`config.mk`:
```
export PLATFORM = sky130hd
export DESIGN_NAME = commit_window_sched
export DESIGN_NICKNAME = d
export VERILOG_FILES = /design/src/rtl/commit_window_sched.sv
export SDC_FILE = /design/constraint.sdc
export NUM_CORES = 1
export LEC_CHECK = 0
export ABC_CLOCK_PERIOD_IN_PS = 6400
export BUFFER_PORTS_ARGS = -buffer_cell sky130_fd_sc_hd__buf_2
export CORE_ASPECT_RATIO = 1.75
export CORE_MARGIN = 2
export CORE_UTILIZATION = 40
export CTS_BUF_LIST = sky130_fd_sc_hd__clkbuf_2
export CTS_CLUSTER_SIZE = 30
export DETAILED_ROUTE_END_ITERATION = 16
export PLACE_DENSITY = 0.58
export SYNTH_ARGS = -nofsm -noshare
export SYNTH_HDL_FRONTEND = slang
export SYNTH_SLANG_ARGS = --single-unit
export TNS_END_PERCENT = 30
```
`constraint.sdc`:
```
create_clock -name clk_i -period 6.4 [get_ports clk_i]
set_input_delay 1.28 -clock clk_i [delete_from_list [all_inputs] [get_ports clk_i]]
set_output_delay 1.28 -clock clk_i [all_outputs]
set_load 0.03 [all_outputs]
```
`src/rtl/commit_window_sched.sv`:
```
// rtl/commit_window_sched.sv - in-order commit window over a circular scoreboard
// Optional build macro COMMIT_WINDOW_SCHED_PERF_EN adds retirement/stall performance counters.
module commit_window_sched #(
    parameter int NR_SB_ENTRIES   = 8,
    parameter int NR_COMMIT_PORTS = 4,
    parameter int TRANS_ID_W      = $clog2(NR_SB_ENTRIES)
) (
    input  logic                                  clk_i,
    input  logic                                  rst_ni,
    input  logic                                  flush_i,
    input  logic                                  halt_i,
    input  logic                                  issue_valid_i,
    input  logic                                  issue_is_store_i,
    output logic                                  issue_ready_o,
    output logic [TRANS_ID_W-1:0]                 issue_trans_id_o,
    input  logic                                  wb_valid_i,
    input  logic [TRANS_ID_W-1:0]                 wb_trans_id_i,
    input  logic                                  wb_ex_i,
    input  logic                                  store_commit_ready_i,
    output logic [NR_COMMIT_PORTS-1:0]            commit_valid_o,
    output logic [NR_COMMIT_PORTS*TRANS_ID_W-1:0] commit_id_o,
    input  logic [NR_COMMIT_PORTS-1:0]            commit_ack_i,
    output logic                                  ex_valid_o
`ifdef COMMIT_WINDOW_SCHED_PERF_EN
    ,
    output logic [63:0]                           retired_cnt_o,
    output logic [63:0]                           commit_stall_cnt_o
`endif
);

    localparam int CW = TRANS_ID_W + 1;
    localparam logic [CW-1:0] FULL_CNT = CW'(NR_SB_ENTRIES);

    typedef enum logic [1:0] {SLOT_FREE, SLOT_ISSUED, SLOT_DONE} slot_state_e;

    slot_state_e               slot_state [NR_SB_ENTRIES];
    logic [NR_SB_ENTRIES-1:0]  slot_ex;
    logic [NR_SB_ENTRIES-1:0]  slot_st;
    logic [TRANS_ID_W-1:0]     head;
    logic [TRANS_ID_W-1:0]     tail;
    logic [CW-1:0]             count;

    logic                      issue_hs;
    logic                      wb_hit;
    logic [NR_SB_ENTRIES-1:0]  retire_mask;
    logic [CW-1:0]             retire_n;
    logic [NR_COMMIT_PORTS-1:0] win_valid;

    assign issue_ready_o    = (count < FULL_CNT);
    assign issue_trans_id_o = tail;
    assign issue_hs         = issue_valid_i & issue_ready_o;
    assign wb_hit           = wb_valid_i && (slot_state[wb_trans_id_i] == SLOT_ISSUED)
                              && !(issue_hs && (wb_trans_id_i == tail));

    // A store flag on an excepting slot is neither counted nor gated by the store buffer.
    always_comb begin
        logic [TRANS_ID_W-1:0] idx;
        logic [CW-1:0]         store_cnt;
        logic                  all_done;
        logic                  ex_before;
        logic                  eff_st;
        logic                  run;
        win_valid   = '0;
        commit_id_o = '0;
        retire_mask = '0;
        retire_n    = '0;
        idx         = '0;
        store_cnt   = '0;
        all_done    = 1'b1;
        ex_before   = 1'b0;
        eff_st      = 1'b0;
        run         = 1'b1;
        for (int k = 0; k < NR_COMMIT_PORTS; k++) begin
            idx = head + TRANS_ID_W'(k);
            commit_id_o[k*TRANS_ID_W +: TRANS_ID_W] = idx;
            eff_st    = slot_st[idx] & ~slot_ex[idx];
            all_done  = all_done & (slot_state[idx] == SLOT_DONE);
            store_cnt = store_cnt + CW'(eff_st);
            win_valid[k] = (CW'(k) < count) && all_done && !ex_before
                           && (store_cnt <= CW'(1))
                           && (!eff_st || store_commit_ready_i) && !halt_i;
            ex_before = ex_before | slot_ex[idx];
            run       = run & win_valid[k] & commit_ack_i[k];
            if (run) begin
                retire_mask[idx] = 1'b1;
                retire_n         = retire_n + CW'(1);
            end
        end
    end

    assign commit_valid_o = win_valid;
    assign ex_valid_o     = win_valid[0] & slot_ex[head];

    always_ff @(posedge clk_i or negedge rst_ni) begin
        if (!rst_ni) begin
            for (int i = 0; i < NR_SB_ENTRIES; i++) slot_state[i] <= SLOT_FREE;
            slot_ex <= '0;
            slot_st <= '0;
            head    <= '0;
            tail    <= '0;
            count   <= '0;
        end else if (flush_i) begin
            for (int i = 0; i < NR_SB_ENTRIES; i++) slot_state[i] <= SLOT_FREE;
            slot_ex <= '0;
            slot_st <= '0;
            head    <= '0;
            tail    <= '0;
            count   <= '0;
        end else begin
            for (int i = 0; i < NR_SB_ENTRIES; i++) begin
                if (retire_mask[i]) begin
                    slot_state[i] <= SLOT_FREE;
                    slot_ex[i]    <= 1'b0;
                    slot_st[i]    <= 1'b0;
                end
            end
            if (issue_hs) begin
                slot_state[tail] <= SLOT_ISSUED;
                slot_st[tail]    <= issue_is_store_i;
                slot_ex[tail]    <= 1'b0;
            end
            if (wb_hit) begin
                slot_state[wb_trans_id_i] <= SLOT_DONE;
                slot_ex[wb_trans_id_i]    <= wb_ex_i;
            end
            head  <= head + TRANS_ID_W'(retire_n);
            tail  <= tail + TRANS_ID_W'(issue_hs);
            count <= count + CW'(issue_hs) - retire_n;
        end
    end

`ifdef COMMIT_WINDOW_SCHED_PERF_EN
    // Counters survive flush; a flush cycle retires nothing.
    logic [CW-1:0] perf_n;
    assign perf_n = flush_i ? '0 : retire_n;

    always_ff @(posedge clk_i or negedge rst_ni) begin
        if (!rst_ni) begin
            retired_cnt_o      <= '0;
            commit_stall_cnt_o <= '0;
        end else begin
            retired_cnt_o <= retired_cnt_o + 64'(perf_n);
            if ((count != '0) && (perf_n == '0))
                commit_stall_cnt_o <= commit_stall_cnt_o + 64'd1;
        end
    end
`endif

endmodule
```
==> impl_metrics.tcl <==
set metrics [dict create \
    worst_slack_ns 0.526 \
    tightest_slew_ns 1.11 \
    hold_path_class "reg -> reg" \
    ys_top_cells_by_area "dfrtp_1 (26%), mux4_2 (8.3%), ha_1 (6.4%)" \
    rsz0062_at_grt "no" \
    area_growth_pct 7.85 \
    crit_required_ns 5.12 \
    crit_start "head[1]" \
    maxCapViolations 0 \
    synth.distinct_cells 63 \
    clockBufferDepth 2 \
    std_cell_rows 48 \
    cts_resized 0 \
    final_cell_mix "dfrtp_1 (41), buf_2 (36), inv_1 (31), nand2_1 (27), nor2_1 (26)" \
    numCtsBuffers 5 \
    post-route-util_pct 44.4 \
    path_cells "inv_1, buf_4, ha_1, mux4_2, mux2i_1, and3_1, inv_1, fa_1, inv_1, ha_1, inv_1, fa_1, o211a_1, o211ai_1, a211oi_1, and2_1, buf_2" \
    cts_tree "done" \
    synth_nets 480 \
    num_io_pins 37 \
    clkPwrFrac_pct 20.6 \
    vias 3749 \
    syn_area_mm2 0.00408 \
    hold_viol_final 0 \
    postRouteAntennaNets 0 \
    wl_per_cell_um 23.3 \
    insertion_delay_ns 0.47 \
    synth_top_cell_area_share_pct 25.8 \
    reg2reg_from "head[1]" \
    start_util_pct 41.2 \
    avgSynthCellArea_um2 9.29 \
    wirelength_um 13900 \
    place_area_mm2 0.00435 \
    drtIter0Drc 281 \
    critPathKind "reg -> out" \
    grt_use_total_pct 26.2 \
    dieArea_mm2 0.0111 \
    hold_slack_ns 0.582 \
    critPathMaxFanout 8 \
    p_sw_mw 0.250 \
    die-height_um 138 \
    cp_slowest_stage_delay_ns 0.49 \
    drive_gt1_share_pct 20.0 \
    outcome "completed" \
    max_freq_ghz 0.170 \
    synth_ff_type "dfrtp_1" \
    cp_slowest_cell "fa_1" \
    dpl.hpwl_um 11100 \
    drc 0 \
    path_clk_slew_ns 0.24 \
    dp_slack_ns 0.737 \
    via_per_inst 6.30 \
    finClkSkew_ns 0.0254 \
    final_nets 509 \
    core_area_mm2 0.00991 \
    setup-violations-final 0 \
    fin_crit_sh_pct 91.8 \
    critical_path_arrival_ns 4.59 \
    first_global_vias 3701 \
    worstHoldStart "slot_state[3]" \
    postCtsHoldBufs 0 \
    final_common_cell "dfrtp_1" \
    cts_root_buffer "clkbuf_2" \
    endpoint_kind "output port" \
    cp_common_cell "inv_1" \
    combPwrFrac_pct 30.8 \
    ir_drop_mv 0.133 \
    startpoint_type "register" \
    portBuffers 36 \
    synth_cells 439 \
    htreeDepth 2 \
    yosysTopAreaCell "dfrtp_1" \
    grt_pass1_wl_um 21200 \
    final.setup.tns_ns 0 \
    synth-seq-cells 42 \
    clock-sinks 42 \
    firstDrtPassIters 4 \
    slew_headroom_pct 25.6 \
    die_w_um 80.3 \
    p_leak_nw 1.89 \
    finalInstanceArea_mm2 0.00440 \
    power.share.switching_pct 39.4 \
    grt_overflow 0 \
    grt_max_degree 43 \
    pwr_density_cell_mw_per_mm2 144 \
    yosysSeqAreaShare_pct 25.8 \
    fin_crit_ns 5.87 \
    synth_warnings 0 \
    place.gp.congestion 0.920 \
    cts_setup_buffers 0 \
    slew_violations 0 \
    antenna_found_initial 1 \
    async_flop_share_pct 100 \
    synth_edf_count 0 \
    p_int_mw 0.384 \
    p_seq_share_pct 48.6 \
]
==> synthesized netlist by cell type (4+ instances only) <==
master	count
o32ai_1	6
or2_2	4
nand4_1	8
o22ai_1	7
dfrtp_1	42
and2_1	10
or3b_2	5
a31oi_1	5
o211a_1	5
nand2_1	27
ha_1	21
nand2b_1	14
xor2_1	4
nor2_1	26
mux2i_1	21
nor4_1	6
buf_4	5
nor3b_1	4
xnor2_1	7
o2111ai_1	6
a32o_1	6
a21oi_1	13
nor2b_1	15
o21ai_1	6
a22o_1	6
and3_1	6
mux4_2	15
a31o_1	7
fa_1	4
nor3_1	17
o2bb2ai_1	6
nand3_1	8
clkbuf_1	10
or3_1	4
inv_1	31
buf_6	4
==> cell families (layout without fill, tap and decap cells) <==
logic type      after synthesis  count (layout)  share of synthesized area, %
compound gates               92              92                          17.4
flops                        42              42                          25.8
other cells                   0               1                             0
xor+xnor                     12              12                          2.76
mux                          40              40                          14.5
buf+inv                      59              89                          6.72
fa+ha+maj                    25              25                          8.40
simple gates                169             169                          24.4
==> layer usage <==
| metal | vias to the layer above | wire length [um] | GRT usage, % |
|---|---|---|---|
| li1 | 1700 | - | - |
| met1 | 1827 | 4880 | 27.1 |
| met2 | 168 | 7250 | 46.3 |
| met3 | 54 | 625 | 3.67 |
| met4 | 0 | 1130 | 20.2 |
| met5 | - | 0 | 0 |
==> worst max-delay path, delay by kind of cell, from the launching register on <==
family                   cells  cell delay, ns
adder cells (fa/ha/maj)      4            1.51
multiplexers                 2            0.61
buffers and inverters        6            0.60
AND/OR/NAND/NOR              2            0.41
flip-flops                   1            0.41
AO/OA/AOI/OAI                3            0.61
==> power groups by stage <==
stage	combinational, mW	clock [mW]	sequential [mW]
after floorplan	0.131	0	0.306
after global placement	0.192	0	0.311
after detailed placement	0.195	0	0.311
after CTS	0.196	0.134	0.307
after global routing	0.216	0.141	0.309
final	0.195	0.130	0.308
==> through the flow <==
| stage | instances | power (mW) |
|---|---|---|
| 6_report | 595 | 0.634 |
| 3_3_place_gp | 586 | 0.503 |
| 4_1_cts | 594 | 0.636 |
| 2_1_floorplan | 439 | 0.437 |
| 3_5_place_dp | 586 | 0.506 |
| 5_1_grt | 595 | 0.666 |
==> area by class of cell <==
cell class,count,area (um2)
Sequential cell,42,1050
Antenna cell,1,2.50
Tap cell,125,156
Inverter,34,128
Fill cell,978,5510
Clock buffer,5,25.0
Multi-Input combinational cell,338,2760
Clock inverter,3,18.8
Timing Repair Buffer,47,263
==> worst paths after layout <==
path                                             to  slack, ns  depth (start not counted)
worst max-delay path              commit_valid_o[3]       0.53                         17
worst min-delay path                  slot_state[3]       0.58                          1
worst max register to register             count[3]       0.68                         24
worst min register to register        slot_state[3]       0.58                          1
max in group asynchronous                   head[0]       4.81                          1
min in group asynchronous       issue_trans_id_o[2]       0.92                          1
==> state kept, by name (all words and copies together) (netlist names) <==
name              flops
slot_ex               8
slot_state           16
issue_trans_id_o      3
head                  3
count                 4
slot_st               8
Power figures use the tool's default switching activity.
